===== config.mk =====
export PLATFORM = sky130hd
export DESIGN_NAME = ps2_transmitter
export DESIGN_NICKNAME = d
export VERILOG_FILES = /design/src/rtl/ps2_transmitter.sv
export SDC_FILE = /design/constraint.sdc
export NUM_CORES = 1
export LEC_CHECK = 0
export ABC_AREA = 0
export CAP_MARGIN = 5
export CORE_MARGIN = 5
export CORE_UTILIZATION = 56
export CTS_CLUSTER_DIAMETER = 80
export DETAILED_ROUTE_END_ITERATION = 8
export GPL_ROUTABILITY_DRIVEN = 1
export PLACE_DENSITY_LB_ADDON = 0.08
export SYNTH_ARGS = -nofsm -noshare
export SYNTH_HDL_FRONTEND = slang
export SYNTH_SLANG_ARGS = --single-unit

===== constraint.sdc =====
create_clock -name clk -period 2.4 [get_ports clk]
set_input_delay 0.36 -clock clk [delete_from_list [all_inputs] [get_ports clk]]
set_output_delay 0.36 -clock clk [all_outputs]
set_load 0.02 [all_outputs]

===== src/rtl/ps2_transmitter.sv =====
// Host-to-device PS/2 command transmitter: inhibit, request-to-send, 11-bit frame clocked by the device, ack check.
// Optional watchdog on device clock edges is enabled by defining PS2_TX_TIMEOUT_EN.
module ps2_transmitter #(
    parameter int INHIBIT_CYCLES = 12000,
    parameter int TIMEOUT_CYCLES = 2000000
) (
    input  logic       clk,
    input  logic       rst_n,
    input  logic [7:0] tx_data,
    input  logic       tx_valid,
    output logic       tx_ready,
    input  logic       PS2Clk_in,
    input  logic       PS2Data_in,
    output logic       ps2clk_oe,
    output logic       ps2data_oe,
    output logic       tx_done,
    output logic       tx_err
);

    localparam int INH_W = (INHIBIT_CYCLES > 1) ? $clog2(INHIBIT_CYCLES) : 1;

    typedef enum logic [2:0] {
        ST_IDLE,
        ST_INHIBIT,
        ST_REQUEST,
        ST_SEND,
        ST_ACK,
        ST_WAIT_IDLE
    } state_t;

    state_t           state_reg, state_next;
    logic [2:0]       clk_sync_reg;
    logic [1:0]       data_sync_reg;
    logic [8:0]       shift_reg, shift_next;
    logic [3:0]       bit_cnt_reg, bit_cnt_next;
    logic [INH_W-1:0] inh_cnt_reg, inh_cnt_next;
    logic             nack_reg, nack_next;
    logic             data_oe_reg, data_oe_next;

    logic clk_s, data_s, fall;

    // [1] is the synchronized level, [2] its previous value for edge detection
    assign clk_s  = clk_sync_reg[1];
    assign data_s = data_sync_reg[1];
    assign fall   = clk_sync_reg[2] & ~clk_sync_reg[1];

`ifdef PS2_TX_TIMEOUT_EN
    localparam int WD_W = $clog2(TIMEOUT_CYCLES + 1);
    logic [WD_W-1:0] wdog_reg, wdog_next;
    logic            watched, timeout_hit;

    assign watched     = (state_reg == ST_SEND) || (state_reg == ST_ACK) || (state_reg == ST_WAIT_IDLE);
    assign timeout_hit = watched && (wdog_reg == WD_W'(TIMEOUT_CYCLES - 1));
`endif

    always_ff @(posedge clk) begin
        if (!rst_n) begin
            state_reg     <= ST_IDLE;
            clk_sync_reg  <= 3'b111;
            data_sync_reg <= 2'b11;
            shift_reg     <= '0;
            bit_cnt_reg   <= '0;
            inh_cnt_reg   <= '0;
            nack_reg      <= 1'b0;
            data_oe_reg   <= 1'b0;
        end else begin
            state_reg     <= state_next;
            clk_sync_reg  <= {clk_sync_reg[1:0], PS2Clk_in};
            data_sync_reg <= {data_sync_reg[0], PS2Data_in};
            shift_reg     <= shift_next;
            bit_cnt_reg   <= bit_cnt_next;
            inh_cnt_reg   <= inh_cnt_next;
            nack_reg      <= nack_next;
            data_oe_reg   <= data_oe_next;
        end
    end

    always_comb begin
        state_next   = state_reg;
        shift_next   = shift_reg;
        bit_cnt_next = bit_cnt_reg;
        inh_cnt_next = inh_cnt_reg;
        nack_next    = nack_reg;
        data_oe_next = data_oe_reg;
        tx_ready     = 1'b0;
        ps2clk_oe    = 1'b0;
        ps2data_oe   = 1'b0;
        tx_done      = 1'b0;
        tx_err       = 1'b0;

        case (state_reg)
            ST_IDLE: begin
                tx_ready     = 1'b1;
                data_oe_next = 1'b0;
                if (tx_valid) begin
                    // odd parity: bit is 1 when the byte holds an even count of ones
                    shift_next   = {~^tx_data, tx_data};
                    bit_cnt_next = '0;
                    inh_cnt_next = '0;
                    nack_next    = 1'b0;
                    state_next   = ST_INHIBIT;
                end
            end
            ST_INHIBIT: begin
                ps2clk_oe = 1'b1;
                if (inh_cnt_reg == INH_W'(INHIBIT_CYCLES - 1)) begin
                    state_next = ST_REQUEST;
                end else begin
                    inh_cnt_next = inh_cnt_reg + INH_W'(1);
                end
            end
            ST_REQUEST: begin
                ps2clk_oe    = 1'b1;
                ps2data_oe   = 1'b1;
                data_oe_next = 1'b1;  // start bit stays driven until the first device edge
                state_next   = ST_SEND;
            end
            ST_SEND: begin
                ps2data_oe = data_oe_reg;
                if (fall) begin
                    // ones shift in behind the parity bit, so the 10th edge presents the stop bit
                    data_oe_next = ~shift_reg[0];
                    shift_next   = {1'b1, shift_reg[8:1]};
                    bit_cnt_next = bit_cnt_reg + 4'd1;
                    if (bit_cnt_reg == 4'd9) begin
                        state_next = ST_ACK;
                    end
                end
            end
            ST_ACK: begin
                if (fall) begin
                    nack_next  = data_s;
                    state_next = ST_WAIT_IDLE;
                end
            end
            ST_WAIT_IDLE: begin
                if (clk_s && data_s) begin
                    tx_done    = 1'b1;
                    tx_err     = nack_reg;
                    state_next = ST_IDLE;
                end
            end
            default: state_next = ST_IDLE;
        endcase

`ifdef PS2_TX_TIMEOUT_EN
        if (timeout_hit) begin
            ps2data_oe   = 1'b0;
            data_oe_next = 1'b0;
            tx_done      = 1'b1;
            tx_err       = 1'b1;
            state_next   = ST_IDLE;
        end
`endif
    end

`ifdef PS2_TX_TIMEOUT_EN
    always_comb begin
        wdog_next = '0;
        if (watched && !fall && (state_next == state_reg)) begin
            wdog_next = wdog_reg + WD_W'(1);
        end
    end

    always_ff @(posedge clk) begin
        if (!rst_n) begin
            wdog_reg <= '0;
        end else begin
            wdog_reg <= wdog_next;
        end
    end
`endif

endmodule


==> results of run 1 <==
[metrics by stage]
step / hold slack (ps) / total power [W] / setup WS [ps] / cell area (um^2) / util (%)
floorplan: 386.3 / 0.0009052 / 477.2 / 1882 / -
global placement: 388.4 / 0.0009971 / 135.7 / 2118 / 64.50
detailed placement: 393.3 / 0.001007 / 65.47 / 2118 / 64.50
CTS: 419.5 / 0.001459 / 76.90 / 2203 / 67.09
global route: 452.9 / 0.001526 / 34.74 / 2210 / 67.28
finish: 416.8 / 0.001449 / 141.3 / 2210 / 67.28
[cell usage in the layout, fill, tap and decap left out, types with 6 or more instances in the layout]
master / count
o211a_1: 9
clkdlybuf4s50_1: 17
o21ai_0: 20
nand3_1: 11
nor2_1: 17
nand2_1: 23
buf_4: 10
nand2b_1: 7
nor3_1: 7
dfxtp_1: 36
mux2i_1: 9
a21oi_1: 9
xnor2_1: 6
[kinds of logic after synthesis]
kind of cell | Yosys count | synth area share (%)
AND/OR/NAND/NOR | 90 | 24.20
AO/OA/AOI/OAI | 57 | 20.48
flip-flops | 37 | 39.36
buffers and inverters | 18 | 4.521
XOR/XNOR | 10 | 4.654
multiplexers | 9 | 4.787
adder cells (fa/ha/maj) | 3 | 1.995
[layer usage]
layer  up-vias  track usage [%]  part of all wire [%]
li1        849                -                     -
met4         0            7.940                   1.6
met3         7            3.941                   2.6
met2        21            29.60                    46
met5         -                0                     0
met1       761            22.94                    49
[worst max path at each step]
stage	startpoint	end	slack [ps]
4_1_cts	state_reg[1]	ps2data_oe	80
5_1_grt	state_reg[0]	tx_err	30
2_1_floorplan	state_reg[2]	tx_err	480
3_5_place_dp	tx_valid	inh_cnt_reg[11]	70
6_report	state_reg[0]	tx_err	140
3_3_place_gp	tx_valid	inh_cnt_reg[11]	140
[report_power, final]
group / switching (W) / internal (W)
clock network: 0.000205 / 0.000249
logic: 0.000163 / 0.000144
registers: 0.0000347 / 0.000654
total: 0.000403 / 0.00105
[layout make-up]
class,count,area [um^2],share of cell area [%]
clock buffer,7,55.05,2.492
clock inverter,1,30.03,1.359
inverter,5,18.77,0.8494
multi-input combinational,169,1061,48.02
sequential,37,742.0,33.58
tap,46,57.56,2.605
timing repair buffer,27,245.2,11.10
[worst max-delay path, cell delays in order (launching register included)]
cell             delay, ps
dfxtp_1                450
nand3_1                200
nor3_2                 170
and2_1                 140
clkdlybuf4s50_1        590
==> metrics.cfg, run 1 <==
[clocking]
cts.sinks = 37
cts_resized = 0
hold_buffers = 0
post_cts_buffers = 0
cts_tree = built
cts_htree_levels = 2
clockBufferDepth = 2
cts-root-buf = clkbuf_4
cts_made_buffers = 5
cts.clk_slew.worst_paths_ps = 110
clock_latency_ps = 340

[yosys]
yosysSeqAreaShare_pct = 39.36
synth.area.top_cells = dfxtp_1 (39%), o21ai_0 (5.3%), mux2i_1 (4.8%)
yosysWarnings = 0
synth_common_cells = dfxtp_1 (37), nand2_1 (23), o21ai_0 (20)
synth_top_cell_by_area = dfxtp_1
syn_inst = 224
synth_seq_cells = 37
synth.top_cell.area_share_pct = 39.36
yosysMostFrequentCell = dfxtp_1
synth_area_per_cell_um2 = 8.401
synth_edf_count = 0
ys.flop_type = dfxtp_1
ys_async_sr_fraction_pct = 0
synth.distinct_cells = 47
synth_nets = 240
syn_area_um2 = 1882

[grt]
antenna_found_initial = 0
grt_max_degree = 17
grt_pass1_wl_um = 6472
grt_pass1_vias = 1494
gr-total-overflow = 0
grt_use_total_pct = 18.17

[finish]
instances_no_fill = 292
largest_reg_flops = 14
drive_gt1_share_pct = 10.98
antenna_cells = 0
fill_cells = 286
syn2layout_area_growth_pct = 17.42
fin_nets = 261

[timing]
max_slew.worst_pin.slew_ps = 736.8
rsz0062_at_grt = false
fin_skew_ps = 6.374
finalCritPeriodShare_pct = 94.11
min_period_ps = 2259
setup_tns_ps = 0
slew_violations = 0
hold_viol = 0
max_slew_margin_pct = 50.50
timing.fmax_ghz = 0.4427
setup_violations = 0

[die]
die_w_um = 67.97
core_area_um2 = 3284
fp.dieH_um = 67.97
start_util_pct = 57.30
die_area_um2 = 4620
io_pins = 18
row_count = 21

[worst_hold_path]
holdPathEnd = data_sync_reg[1]
min_from = data_sync_reg[0]
min_path_cells = 1
min_path_type = reg -> reg

[critical_path]
cp_max_fo = 7
timing.rr.start = inh_cnt_reg[5]
reg2regPathDepth = 6
cp-start-kind = flip-flop
cp.required_ps = 2040
r2r-end = inh_cnt_reg[11]
endpoint_kind = output pin
r2r_slack_ps = 310
crit_type = reg -> out
crit_arrival_ps = 1900

[power]
p_per_area_nw_per_um2 = 655.9
vdd_drop_max_v = 0.0004437
leakagePower_nw = 0.9276

[drt]
antenna_left = 0
vias = 1638
drtIter0Drc = 109
drt-total-wl_um = 3822
first_pass_iters = 4
wire_per_inst_um = 13.09
vias_per_cell = 5.610
drc = 0

[place]
dp_hpwl_um = 2838
gp_congestion = 0.7847
place_inst = 284
port_buffers = 17

[run_status]
status = completed

[job]
maxCapViolCount = 0

Power figures use the tool's default switching activity.
==> run 2, diff against run 1 <==
- PLACE_DENSITY_LB_ADDON: 0.08 -> 0.12
==> metrics.cfg, run 2 (synthesized netlist as in run 1, its figures left out) <==
[run_status]
status = completed

[job]
maxCapViolCount = 0  ; unchanged

[drt]
drt-total-wl_um = 3969  ; +3.8%
met1_length_um = 1772  ; -5.9%
wl_met2_um = 1924  ; +8.3%
wire_per_inst_um = 13.69  ; +4.6%
vias_per_cell = 5.759  ; +2.7%
drc = 0  ; unchanged
dr.max_layer_used = met4
first_pass_iters = 4  ; unchanged
route.met3.wl_um = 207  ; +110%
vias = 1670  ; +2.0%
antenna_left = 0  ; unchanged
drtIter0Drc = 122  ; +12%

[die]
core_area_um2 = 3284  ; unchanged
row_count = 21  ; unchanged
die_w_um = 67.97  ; unchanged
fp.dieH_um = 67.97  ; unchanged
io_pins = 18  ; unchanged
die_area_um2 = 4620  ; unchanged
start_util_pct = 57.30  ; unchanged

[critical_path]
cp.required_ps = 2040  ; about the same
cp_max_fo = 13  ; +6
crit_type = reg -> out
crit_arrival_ps = 1890  ; about the same
endpoint_kind = output pin
cp-start-kind = flip-flop

[clocking]
clock_latency_ps = 350  ; about the same
cts_tree = built
cts_htree_levels = 2  ; unchanged
post_cts_buffers = 0  ; unchanged
cts_made_buffers = 5  ; unchanged
cts.clk_slew.worst_paths_ps = 110  ; about the same
cts.sinks = 37  ; unchanged
cts-root-buf = clkbuf_4
hold_buffers = 0  ; unchanged
clockBufferDepth = 2  ; unchanged
cts_resized = 1  ; +1

[grt]
grt_max_degree = 17  ; unchanged
grt_use_total_pct = 19.14  ; +0.97 points
gr-total-overflow = 0  ; unchanged
grt_pass1_vias = 1530  ; +2.4%
antenna_found_initial = 0  ; unchanged
grt_pass1_wl_um = 6679  ; +3.2%

[worst_hold_path]
min_path_type = reg -> reg

[power]
leakagePower_nw = 0.9040  ; -2.5%
report.power.total_w = 0.001312  ; -9.5%
vdd_drop_max_v = 0.0003914  ; -12%
p_per_area_nw_per_um2 = 608.0  ; -7.3%

[place]
port_buffers = 17  ; unchanged
dp_hpwl_um = 2903  ; +2.3%
gp_congestion = 0.7969  ; +1.6%

[timing]
finalCritPeriodShare_pct = 93.67  ; -0.44 points
max_slew_margin_pct = 51.37  ; +0.87 points
slew_violations = 0  ; unchanged
min_period_ps = 2248  ; -10.67 ps
max_slew.worst_pin.slew_ps = 723.8  ; -12.99 ps
hold_viol = 0  ; unchanged
timing.fmax_ghz = 0.4448  ; +0.47%
fin_skew_ps = 17.96  ; +11.58 ps
rsz0062_at_grt = false
setup_tns_ps = 0  ; unchanged
setup_violations = 0  ; unchanged

[finish]
antenna_cells = 0  ; unchanged
largest_reg_flops = 14  ; unchanged
fin_nets = 259  ; -0.77%
syn2layout_area_growth_pct = 14.63
final_cell_mix = dfxtp_1 (35), nand2_1 (23), o21ai_0 (20)
drive_gt1_share_pct = 10.25  ; -0.73 points
final_common_cell = dfxtp_1
fill_cells = 302  ; +5.6%

[run 2: area by class of cell]
cell class	instances	area [um^2]	share of cell area (%)
Clock buffer	6	41.29	1.914
Clock inverter	2	10.01	0.4640
Inverter	5	18.77	0.8701
Multi-Input combinational cell	169	1056	48.96
Sequential cell	37	743.2	34.45
Tap cell	46	57.56	2.668
Timing Repair Buffer	25	230.2	10.67
[run 2: report_power, final]
| group | leakage, nW | internal (W) | switching (W) |
|---|---|---|---|
| combinational | 0.569 | 0.000141 | 0.000167 |
| clock | 0.0320 | 0.000112 | 0.000203 |
| sequential | 0.303 | 0.000654 | 0.0000348 |
[run 2: per-stage QoR]
stage | util, % | hold WS, ps | setup WS (ps) | cells | cell area [um^2]
finish | 65.68 | 416.1 | 152.0 | 290 | 2157
global route | 65.68 | 430.9 | 14.53 | 290 | 2157
CTS | 65.64 | 422.3 | 60.03 | 290 | 2156
detailed placement | 64.04 | 396.4 | 47.30 | 282 | 2103
global placement | 64.04 | 389.1 | 84.21 | 282 | 2103
floorplan | - | 386.3 | 477.2 | 224 | 1882
[run 2: critical path, stage by stage (launching register included)]
cell and delay, ps:
dfxtp_2 460, inv_1 110, nor3_1 230, and2_1 150
clkdlybuf4s50_1 590
[run 2: routing by layer]
layer / global-route usage [%] / up-vias
met3: 5.747 / 4
met1: 23.56 / 768
met5: 0 / -
li1: - / 849
met2: 30.93 / 49
met4: 7.940 / 0
[run 2: final timing paths]
kind,end,slack (ps),cells past startpoint,startpoint
setup / recovery,tx_err,150,4,state_reg[2]
hold / removal,data_sync_reg[1],420,1,data_sync_reg[0]
setup reg to reg,inh_cnt_reg[13],220,5,inh_cnt_reg[5]
hold reg to reg,data_sync_reg[1],420,1,data_sync_reg[0]
==> run 3, diff against run 2 <==
- clock period: 2.4 -> 2.3 ns (I/O delays scaled with it)
==> metrics.cfg, run 3 (synthesized netlist as in run 1, its figures left out) <==
[drt]
antenna_left = 0  ; unchanged
wire_per_inst_um = 13.31  ; -2.7%
drt-total-wl_um = 3900  ; -1.7%
drc = 0  ; unchanged
vias_per_cell = 5.662  ; -1.7%
vias = 1659  ; -0.66%
drtIter0Drc = 110  ; -9.8%
first_pass_iters = 4  ; unchanged

[finish]
fill_cells = 294  ; -2.6%
postLayoutCoreUtil_pct = 67.01  ; +1.3 points
final_cell_mix = dfxtp_1 (35), nand2_1 (23), o21ai_0 (20)
syn2layout_area_growth_pct = 16.95
multi_input_area_um2 = 1056  ; unchanged
register_area_um2 = 743.2  ; unchanged
final_common_cell = dfxtp_1
largest_reg_flops = 14  ; unchanged
instances_no_fill = 293  ; +1.0%
design_area_um2 = 2201  ; +2.0%
antenna_cells = 0  ; unchanged
drive_gt1_share_pct = 11.74  ; +1.5 points
fin_nets = 262  ; +1.2%

[power]
leakagePower_nw = 0.9463  ; +4.7%
p_sw_w = 0.0004482  ; +11%
seqPwrFrac_pct = 50.9  ; -1.6 points
p_per_area_nw_per_um2 = 641.8  ; +5.6%
p_int_w = 0.0009642  ; +6.4%
clkPwrFrac_pct = 25.3  ; +1.3 points
switching_share_pct = 31.73  ; +0.86 points
vdd_drop_max_v = 0.0004755  ; +21%
report.power.total_w = 0.001412  ; +7.7%
combPwrFrac_pct = 23.8  ; +0.3 points

[run_status]
status = completed

[critical_path]
endpoint_kind = output pin
crit_type = reg -> out
cp_max_fo = 12  ; -1
cp.required_ps = 1960  ; -80 ps
cp-start-kind = flip-flop
crit_arrival_ps = 1840  ; -50 ps

[grt]
grt_use_total_pct = 19.65  ; +0.51 points
antenna_found_initial = 0  ; unchanged
gr-total-overflow = 0  ; unchanged
grt_pass1_wl_um = 6817  ; +2.1%
grt_max_degree = 18  ; +1
grt_pass1_vias = 1617  ; +5.7%

[die]
die_area_um2 = 4620  ; unchanged
row_count = 21  ; unchanged
io_pins = 18  ; unchanged
die_w_um = 67.97  ; unchanged
fp.dieH_um = 67.97  ; unchanged
core_area_um2 = 3284  ; unchanged
start_util_pct = 57.30  ; unchanged

[clocking]
cts_resized = 3  ; +2
clock_latency_ps = 370  ; +20 ps
hold_buffers = 0  ; unchanged
cts.clk_slew.worst_paths_ps = 120  ; about the same
cts_htree_levels = 2  ; unchanged
cts_tree = built
clockBufferDepth = 2  ; unchanged
cts-root-buf = clkbuf_4
post_cts_buffers = 0  ; unchanged
cts.sinks = 37  ; unchanged
cts_made_buffers = 5  ; unchanged

[timing]
hold_viol = 0  ; unchanged
max_slew.worst_pin.slew_ps = 728.4  ; +4.561 ps
setup_violations = 0  ; unchanged
fin_skew_ps = 16.97  ; -0.9855 ps
fin_hold_ws_ps = 421.3  ; +5.172 ps
max_slew_margin_pct = 51.07  ; -0.31 points
timing.fmax_ghz = 0.4567
slew_violations = 0  ; unchanged
min_period_ps = 2190
rsz0062_at_grt = false
finalCritPeriodShare_pct = 95.20

[worst_hold_path]
min_path_type = reg -> reg

[place]
place_area_um2 = 2138  ; +1.7%
place_inst = 285  ; +1.1%
gp_congestion = 0.8167  ; +2.5%
dp_hpwl_um = 2924  ; +0.72%
port_buffers = 17  ; unchanged

[job]
maxCapViolCount = 0  ; unchanged

## run 3: cell types whose count changed in the layout (fill, tap and decap cells not counted), sizes merged
| cell | delta |
|---|---|
| buf | +3 |
| clkdlybuf4s50 | -2 |
| clkbuf | -1 |
| dlymetal6s2s | +1 |
| clkinv | -1 |
| inv | +1 |
| clkinvlp | +1 |
| dlygate4sd2 | +1 |
## run 3: power groups by stage
stage | sequential [W] | clock [W] | combinational [W]
final | 0.000718 | 0.000358 | 0.000336
after global routing | 0.000725 | 0.000394 | 0.000372
after CTS | 0.000718 | 0.000369 | 0.000339
after detailed placement | 0.000731 | 0 | 0.000338
after global placement | 0.000728 | 0 | 0.000328
after floorplan | 0.000714 | 0 | 0.000231
## run 3: final cells by class
type                       count  area share [%]
multi-input combinational    169           47.98
sequential                    37           33.77
timing repair buffer          28           12.11
tap                           46           2.615
clock buffer                   5           1.706
clock inverter                 3          0.9665
inverter                       5          0.8528
## run 3: final timing paths
path,start,to,slack (ps),cells past startpoint
hold reg to reg,clk_sync_reg[0],clk_sync_reg[1],420,1
setup reg to reg,inh_cnt_reg[5],inh_cnt_reg[9],260,6
hold / removal,clk_sync_reg[0],clk_sync_reg[1],420,1
setup / recovery,state_reg[0],ps2clk_oe,110,4
## run 3: per-stage QoR
step,setup slack [ps],TNS [ps]
global placement,72.31,0
detailed placement,-5.129,-5.129
finish,110.3,0
global route,1.453,0
floorplan,392.2,0
CTS,108.1,0
## run 3: critical path: stages (launching register included)
cell,delay (ps)
dfxtp_1,430
buf_4,220
xnor2_1,80
nor2_1,120
clkdlybuf4s50_1,630
## run 3: layer usage
metal / track usage, % / vias to the layer above / share of wire, %
met5: 0 / - / 0
met4: 8.437 / 0 / 1.9
met3: 6.568 / 7 / 4.7
met2: 32.49 / 41 / 48
met1: 23.08 / 764 / 45
li1: - / 847 / -
